`config.mk`:
```
export PLATFORM = sky130hd
export DESIGN_NAME = mem_bus_arbiter
export DESIGN_NICKNAME = d
export VERILOG_FILES = /design/src/rtl/mem_bus_pkg.sv /design/src/rtl/mem_arb_rr2.sv /design/src/rtl/mem_bus_arbiter.sv
export SDC_FILE = /design/constraint.sdc
export NUM_CORES = 1
export LEC_CHECK = 0
export BUFFER_PORTS_ARGS = -buffer_cell sky130_fd_sc_hd__buf_2
export CELL_PAD_IN_SITES_DETAIL_PLACEMENT = 0
export CELL_PAD_IN_SITES_GLOBAL_PLACEMENT = 1
export CORE_MARGIN = 3
export CORE_UTILIZATION = 35
export DETAILED_ROUTE_END_ITERATION = 6
export PLACE_DENSITY = 0.81
export SYNTH_ARGS = -nofsm -noshare
export SYNTH_HDL_FRONTEND = slang
export SYNTH_HIERARCHICAL = 1
export SYNTH_SLANG_ARGS = --single-unit
```
`constraint.sdc`:
```
create_clock -name Clock -period 2.1 [get_ports Clock]
set_input_delay 0.63 -clock Clock [delete_from_list [all_inputs] [get_ports Clock]]
set_output_delay 0.63 -clock Clock [all_outputs]
set_load 0.005 [all_outputs]
```
`src/rtl/mem_bus_pkg.sv`:
```
// Shared types and constants for the external multiplexed memory bus controller.
package mem_bus_pkg;

  localparam int unsigned BUS_W = 16;
  localparam logic [BUS_W-1:0] RDATA_ABORT = 16'hFFFF;

  typedef enum logic [1:0] {
    IDLE,
    ADDR,
    DATA,
    DONE
  } bus_state_t;

endpackage

```
`src/rtl/mem_arb_rr2.sv`:
```
// Two-way round-robin pick: on a tie the port not granted last wins.
module mem_arb_rr2 (
  input  logic       Req0,
  input  logic       Req1,
  input  logic       LastGnt,
  output logic [1:0] Grant
);

  always_comb begin
    Grant = '0;
    if (Req0 && Req1) begin
      Grant = LastGnt ? 2'b01 : 2'b10;
    end else if (Req0) begin
      Grant = 2'b01;
    end else if (Req1) begin
      Grant = 2'b10;
    end
  end

endmodule

```
`src/rtl/mem_bus_arbiter.sv`:
```
// Shares the multiplexed external memory bus between the core (port 0) and a
// secondary master (port 1): round-robin arbitration, address/data phases, nWait timeout.
module mem_bus_arbiter
  import mem_bus_pkg::*;
#(
  parameter int unsigned WAIT_MAX = 15
) (
  input  logic             Clock,
  input  logic             Reset,
  input  logic             Req0,
  input  logic             Req1,
  input  logic [BUS_W-1:0] Addr0,
  input  logic [BUS_W-1:0] Addr1,
  input  logic [BUS_W-1:0] Wdata0,
  input  logic [BUS_W-1:0] Wdata1,
  input  logic             Write0,
  input  logic             Write1,
  output logic             Gnt0,
  output logic             Gnt1,
  output logic             Ack0,
  output logic             Ack1,
  output logic [BUS_W-1:0] Rdata,
  output logic             Timeout,
  output logic [BUS_W-1:0] BusOut,
  input  logic [BUS_W-1:0] BusIn,
  output logic             ALE,
  output logic             nME,
  output logic             nOE,
  output logic             RnW,
  output logic             ENB,
  input  logic             nWait
);

  bus_state_t       state, nextState;
  logic [1:0]       pick;
  logic             owner;
  logic             lastGnt;
  logic [BUS_W-1:0] addrQ;
  logic [BUS_W-1:0] wdataQ;
  logic             writeQ;
  logic [7:0]       waitCnt;
  logic             abortQ;
  logic             waitDone;

  mem_arb_rr2 arb (
    .Req0    (Req0),
    .Req1    (Req1),
    .LastGnt (lastGnt),
    .Grant   (pick)
  );

  // Counter holds the number of low nWait samples already taken in DATA.
  assign waitDone = (waitCnt == 8'(WAIT_MAX - 1));

  always_ff @(posedge Clock) begin
    if (Reset) begin
      state <= IDLE;
    end else begin
      state <= nextState;
    end
  end

  always_comb begin
    nextState = state;
    unique case (state)
      IDLE: if (Req0 || Req1) nextState = ADDR;
      ADDR: nextState = DATA;
      DATA: if (nWait || waitDone) nextState = DONE;
      DONE: nextState = IDLE;
    endcase
  end

  always_ff @(posedge Clock) begin
    if (Reset) begin
      owner   <= 1'b0;
      lastGnt <= 1'b1;
      addrQ   <= '0;
      wdataQ  <= '0;
      writeQ  <= 1'b0;
      waitCnt <= '0;
      abortQ  <= 1'b0;
      Rdata   <= '0;
    end else begin
      unique case (state)
        IDLE: begin
          if (Req0 || Req1) begin
            owner  <= pick[1];
            addrQ  <= pick[0] ? Addr0  : Addr1;
            wdataQ <= pick[0] ? Wdata0 : Wdata1;
            writeQ <= pick[0] ? Write0 : Write1;
            abortQ <= 1'b0;
          end
        end
        ADDR: waitCnt <= '0;
        DATA: begin
          if (nWait) begin
            if (!writeQ) Rdata <= BusIn;
          end else if (waitDone) begin
            abortQ <= 1'b1;
            if (!writeQ) Rdata <= RDATA_ABORT;
          end else begin
            waitCnt <= waitCnt + 8'd1;
          end
        end
        DONE: lastGnt <= owner;
      endcase
    end
  end

  // Outputs decode only from flops, so no input reaches a pad combinationally.
  always_comb begin
    ALE     = 1'b0;
    nME     = 1'b1;
    nOE     = 1'b1;
    RnW     = 1'b1;
    ENB     = 1'b0;
    BusOut  = '0;
    Gnt0    = 1'b0;
    Gnt1    = 1'b0;
    Ack0    = 1'b0;
    Ack1    = 1'b0;
    Timeout = 1'b0;
    if (state != IDLE) begin
      Gnt0 = !owner;
      Gnt1 = owner;
    end
    unique case (state)
      IDLE: ;
      ADDR: begin
        ALE    = 1'b1;
        ENB    = 1'b1;
        BusOut = addrQ;
      end
      DATA: begin
        nME = 1'b0;
        if (writeQ) begin
          RnW    = 1'b0;
          ENB    = 1'b1;
          BusOut = wdataQ;
        end else begin
          nOE = 1'b0;
        end
      end
      DONE: begin
        Ack0    = !owner;
        Ack1    = owner;
        Timeout = abortQ;
      end
    endcase
  end

endmodule

```
==> After elaboration in Yosys (flattened, before gate mapping) <==
Index checks and enable logic that the tools add are counted.
{ "word_totals": {"ff_bits": 62, "inputBits": 87, "output_inout_bits": 42, "elab_cells": 69} }
{ "classes": {"n_addsub": 1, "eq_ne": 9, "n_mux": 35, "bitwise": 1, "n_reduce_logical": 14} }
{ "op_table": {"columns": ["cell", "n"], "rows": [
  ["16-bit two-way mux", 7],
  ["16-bit one-hot mux with 2 select lines", 1],
  ["8-bit two-way mux", 2],
  ["8-bit one-hot mux with 2 select lines", 1],
  ["1-bit two-way mux", 15],
  ["2-bit two-way mux", 6],
  ["2-bit != test, second input constant", 5],
  ["8-bit by 1-bit adder with 8-bit output, second input constant", 1],
  ["8-bit by 4-bit equality test with 1-bit output, second input constant", 1],
  ["2-bit one-hot mux with 4 select lines", 1],
  ["2-bit nonzero test", 4],
  ["3-bit AND reduction", 2],
  ["2-bit equality test, second input constant", 2],
  ["1-bit one-hot mux with 2 select lines", 2],
  ["2-bit AND reduction", 2],
  ["4-bit AND reduction", 1],
  ["2-bit by 1-bit equality test with 1-bit output, second input constant", 1],
  ["2-bit zero test", 1],
  ["1-bit logical OR", 2],
  ["1-bit logical AND", 1],
  ["1-bit zero test", 1],
  ["1-bit inverter", 1]
]} }

==> Longest topological paths before layout <==
{ "depth": {"depth_word": 4, "depth_mapped": 7, "depth_no_buf": 6} }

==> By module <==
Netlist, hierarchy kept.
{ "modules_own_cells": {"columns": ["module", "instances", "cells_per_inst", "area_each_um2", "seq_area_each_um2"], "rows": [
  ["mem_bus_arbiter", 1, 342, 3099.2, 1241.2],
  ["mem_arb_rr2", 1, 3, 18.8, 0.0]
]} }

==> Least setup slack after synthesis <==
No wires, ideal clock.
{ "synth_timing": {"path_type": "reg-to-output", "startpoint": "reg state[0]", "endpoint": "out BusOut[0]", "t_arrival_ps": 1423, "required_ps": 1470, "path_slack_ps": 47, "stages_incl_launch_ff": 8, "n_path_buf": 2, "cell_sequence": "dfxtp_1 -> inv_1 -> ha_1 -> and2_1 -> clkbuf_1 -> buf_2 -> a22oi_1 -> nor2b_1"} }
{ "synth_via": {"elab_chain_len": 2, "word_cells_on_any_way": 3, "cone_classes": "eq/ne (2); mux (1)"} }
{ "synth_rtl": {"columns": ["item", "line_no", "rtl"], "rows": [
  ["start: declaration", "mem_bus_arbiter.sv:34", "bus_state_t state, nextState;"],
  ["start signal: assignment", "mem_bus_arbiter.sv:59", "state <= nextState;"],
  ["2-bit equality test / 2-bit by 1-bit equality test with 1-bit output (equally long branches)", "mem_bus_arbiter.sv:127", "unique case (state)"],
  ["16-bit one-hot mux with 2 select lines *", "mem_bus_arbiter.sv:127", null],
  ["end: declaration", "mem_bus_arbiter.sv:24", "output logic [BUS_W-1:0] BusOut,"]
]} }
Every way passes the cells marked *; elsewhere a longest branch is shown, timed or not.

==> Worst setup path after layout <==
{ "layout_timing": {"startpoint": "reg state[1]", "endpoint": "out BusOut[9]"} }
Same word-level chain as after synthesis.

==> key figures <==
Run status
  – Status: finished, violations left
  – Failing checks: negative setup slack

Yosys
  – Ys flop type: dfxtp_1
  – Post-Synth Simple-Gate Area: 16.3%
  – Compound-Gate Fraction of Synth Area: 23.0%
  – Count of cell types in the netlist: 44
  – Synthesized-area fraction occupied by adder cells: under 10%
  – Main combinational cell family by area after synthesis: compound AO/OA/AOI/OAI gates
  – Synthesized area: 3120 um2
  – Register area share after synthesis: 39.8%
  – Syn Inst Count: 345
  – Mux cell area share after synthesis: 10.9%
  – Syn nets: 438
  – Total number of yosys warnings: 6
  – Async SR Flop Fraction: 0%
  – Post-synthesis average cell area: 9.04 um2
  – Post-synthesis register bit count: 62
  – EDFF count, synth: 0
  – XOR/XNOR share of the synthesized area: less than 1%

Floorplanning
  – Initial core utilization: 37.0%
  – Die area: around 10000 um2
  – # IOs: 129
  – Die height: 100 um
  – Row count: 33
  – Die width: 100 um
  – Core footprint: 8420 um2

Finish
  – # diodes: 0
  – Commonest non-fill, non-tap cells in the layout: buf_2 (127), dfxtp_1 (60), nor2_1 (56), a211oi_1 (39), mux2i_1 (34)
  – Area Overhead vs Synth: 41.0%
  – Fraction of layout cells with a size suffix above 1: between 40% and 50%
  – Commonest non-fill, non-tap cell in the layout: buf_2
  – Fin cells: just under 600
  – Nets: 580

CTS
  – Maximum clock path buffer count: 2
  – Clock Latency Late Sink: 0.34 ns
  – Clock Sinks: between 60 and 70
  – CTS tree: done
  – Clock transition at the registers of the reported paths: 0.07 ns
  – H-Tree Depth: 3
  – CTS Buf Count: 9
  – Clock root cell: clkbuf_8
  – Post-CTS Hold Fix Bufs: 0

Worst setup path
  – R2r setup slk: 0.23 ns
  – Setup CP Type: register to output pin
  – Capture point of the critical path: BusOut[9]
  – Crit end category: output pin
  – Crit path DAT: 1.54 ns
  – RR Startpoint: state[1]$_SDFFE_PP0P_
  – Max FO, Critical Path: 6
  – Startpoint Class: register
  – FF-to-FF End: Rdata[12]$_SDFFE_PP0P_
  – FF-to-FF path depth: 9
  – Worst setup startpoint: state[1]$_SDFFE_PP0P_
  – WP data required: 1.47 ns

Detailed routing
  – Number of DRC markers in iteration 0: 61
  – DR vias: 2955
  – Post-Route WL: 8.87 mm
  – Wire length per cell: 14.9 um
  – Routed Antenna Nets: 0
  – DR pass1 iterations: 4
  – Vias/cell: 4.96
  – # DRC: 0

STA
  – Setup violators final: 17
  – Fin Setup TNS: -0.579 ns
  – Final hold viol count: 0
  – RSZ-0062 raised after global routing: yes
  – Fmax: 0.461 GHz
  – Fin. max-slew vios: 0
  – Hold_ws: 0.450 ns
  – Worst slew margin: 62.2%
  – Measured slew at the worst slew-check pin: between 0.5 and 0.6 ns
  – Post-Route Skew: around 0.0075 ns
  – Period minus WS final: 2.17 ns
  – Post-route clock period utilization: 103%
  – Setup ws final: -0.0679 ns

Pwr
  – Worst IR Drop VDD: between 0.0004 and 0.0005 V
  – LEAKAGE: 1.95 nW
  – Pwr dens: roughly 1100 nW/um2
  – Post-layout power: 5.03 mW

Place
  – Port bufs: roughly 130
  – Hpwl dp: 6.16 mm
  – Setup WS pre-CTS: -0.166 ns
  – RePlAce Congestion: about 0.85
  – Dpl cells: 568

GRT
  – Vias in the first global route: between 2000 and 3000
  – Total gr overflow: 0
  – Largest net degree at the start of global routing: 45
  – First-pass GRT wire length: roughly 14 mm
  – Initial antenna violation count: 0
  – GR Util All Layers: 17.5%

Min path
  – Hold Path Class: register to register

Run
  – Max-Cap Viols: 0
[power by group]
part           leakage (nW)  switching [mW]  total [mW]  internal (mW)
sequential            0.510           0.220        1.71           1.49
combinational          1.35            1.18        2.40           1.22
clock                0.0910           0.444       0.923          0.479
total                  1.95            1.84        5.03           3.19
[stage by stage]
| stage | cell area, um2 | util [%] |
|---|---|---|
| 4_1_cts | 4280 | 50.8 |
| 6_report | 4400 | 52.2 |
| 2_1_floorplan | 3120 | - |
| 3_3_place_gp | 3910 | 46.4 |
| 5_1_grt | 4400 | 52.2 |
| 3_5_place_dp | 3910 | 46.4 |
[final cells by class]
cell class	count	area [um2]
clock buffers	11	151
multi-input cells	237	1820
fillers	815	4030
well taps	105	131
flip-flops and latches	62	1240
repair buffers	152	925
inverters	25	98.8
clock inverters	4	22.5
[registers in the layout, summed over array words and instances, names as in the netlist]
register / flops
abortQ: 1
writeQ: 1
addrQ: 16
wdataQ: 16
Rdata: 16
owner: 1
lastGnt: 1
waitCnt: 8
state: 2
[cells by family (layout without fill, tap and decap cells)]
kind of cell	count (synthesis)	in the layout
buffers and inverters	49	192
flip-flops	62	62
adder cells (fa/ha/maj)	6	6
multiplexers	34	34
AO/OA/AOI/OAI	88	88
AND/OR/NAND/NOR	105	108
XOR/XNOR	1	1
[synth_stat cells (2+ instances only)]
master | count | area share (%)
and2_1 | 3 | 0.60
a211oi_2 | 10 | 4.0
ha_1 | 6 | 2.4
o31ai_1 | 4 | 0.96
o211ai_1 | 2 | 0.48
a22oi_1 | 16 | 3.9
mux2i_1 | 34 | 11
a211oi_1 | 39 | 9.4
buf_1 | 3 | 0.36
inv_1 | 25 | 3.0
clkbuf_1 | 10 | 1.2
nor2_1 | 56 | 6.7
nor2b_1 | 17 | 3.4
buf_6 | 2 | 0.72
a21oi_1 | 2 | 0.32
nand4_1 | 2 | 0.40
nand2_1 | 7 | 0.84
nor3_1 | 3 | 0.48
o21ai_0 | 2 | 0.32
a21boi_0 | 2 | 0.48
nand2b_1 | 2 | 0.40
buf_2 | 7 | 1.1
o21a_1 | 2 | 0.48
or3_1 | 2 | 0.40
and2b_1 | 2 | 0.48
nand3_1 | 5 | 0.80
clkbuf_8 | 2 | 0.88
dfxtp_1 | 62 | 40
[worst max-delay path, stage by stage, from the launching register on]
cell	delay [ns]
dfxtp_2	0.34
buf_6	0.11
inv_6	0.04
ha_4	0.18
buf_16	0.15
a22oi_2	0.21
nor2b_4	0.05
buf_2	0.12
[layer usage]
metal  wire, um  up-vias  global-route usage [%]
li1           -     1512                       -
met5          0        -                       0
met4         80        0                    5.08
met2       4080      115                    28.3
met1       4090     1322                    22.7
met3        621        6                    5.00
[repair_timing]
action                     in CTS  in global routing
gates cloned                    4                  1
gates resized for setup        34                 13
pin swaps                      11                  4
setup endpoints to repair      19                 18
buffers inserted                3                  5
[how the worst min path moves through the flow]
stage          slack, ns                    from  depth (start not counted)                      to
2_1_floorplan       0.44  Rdata[10]$_SDFFE_PP0P_                          2  Rdata[10]$_SDFFE_PP0P_
5_1_grt             0.47  Rdata[12]$_SDFFE_PP0P_                          2  Rdata[12]$_SDFFE_PP0P_
3_5_place_dp        0.44  Rdata[11]$_SDFFE_PP0P_                          2  Rdata[11]$_SDFFE_PP0P_
4_1_cts             0.45  Rdata[11]$_SDFFE_PP0P_                          2  Rdata[11]$_SDFFE_PP0P_
3_3_place_gp        0.44  Rdata[13]$_SDFFE_PP0P_                          2  Rdata[13]$_SDFFE_PP0P_
6_report            0.45  Rdata[13]$_SDFFE_PP0P_                          2  Rdata[13]$_SDFFE_PP0P_
(Power assumes the default switching activity.)
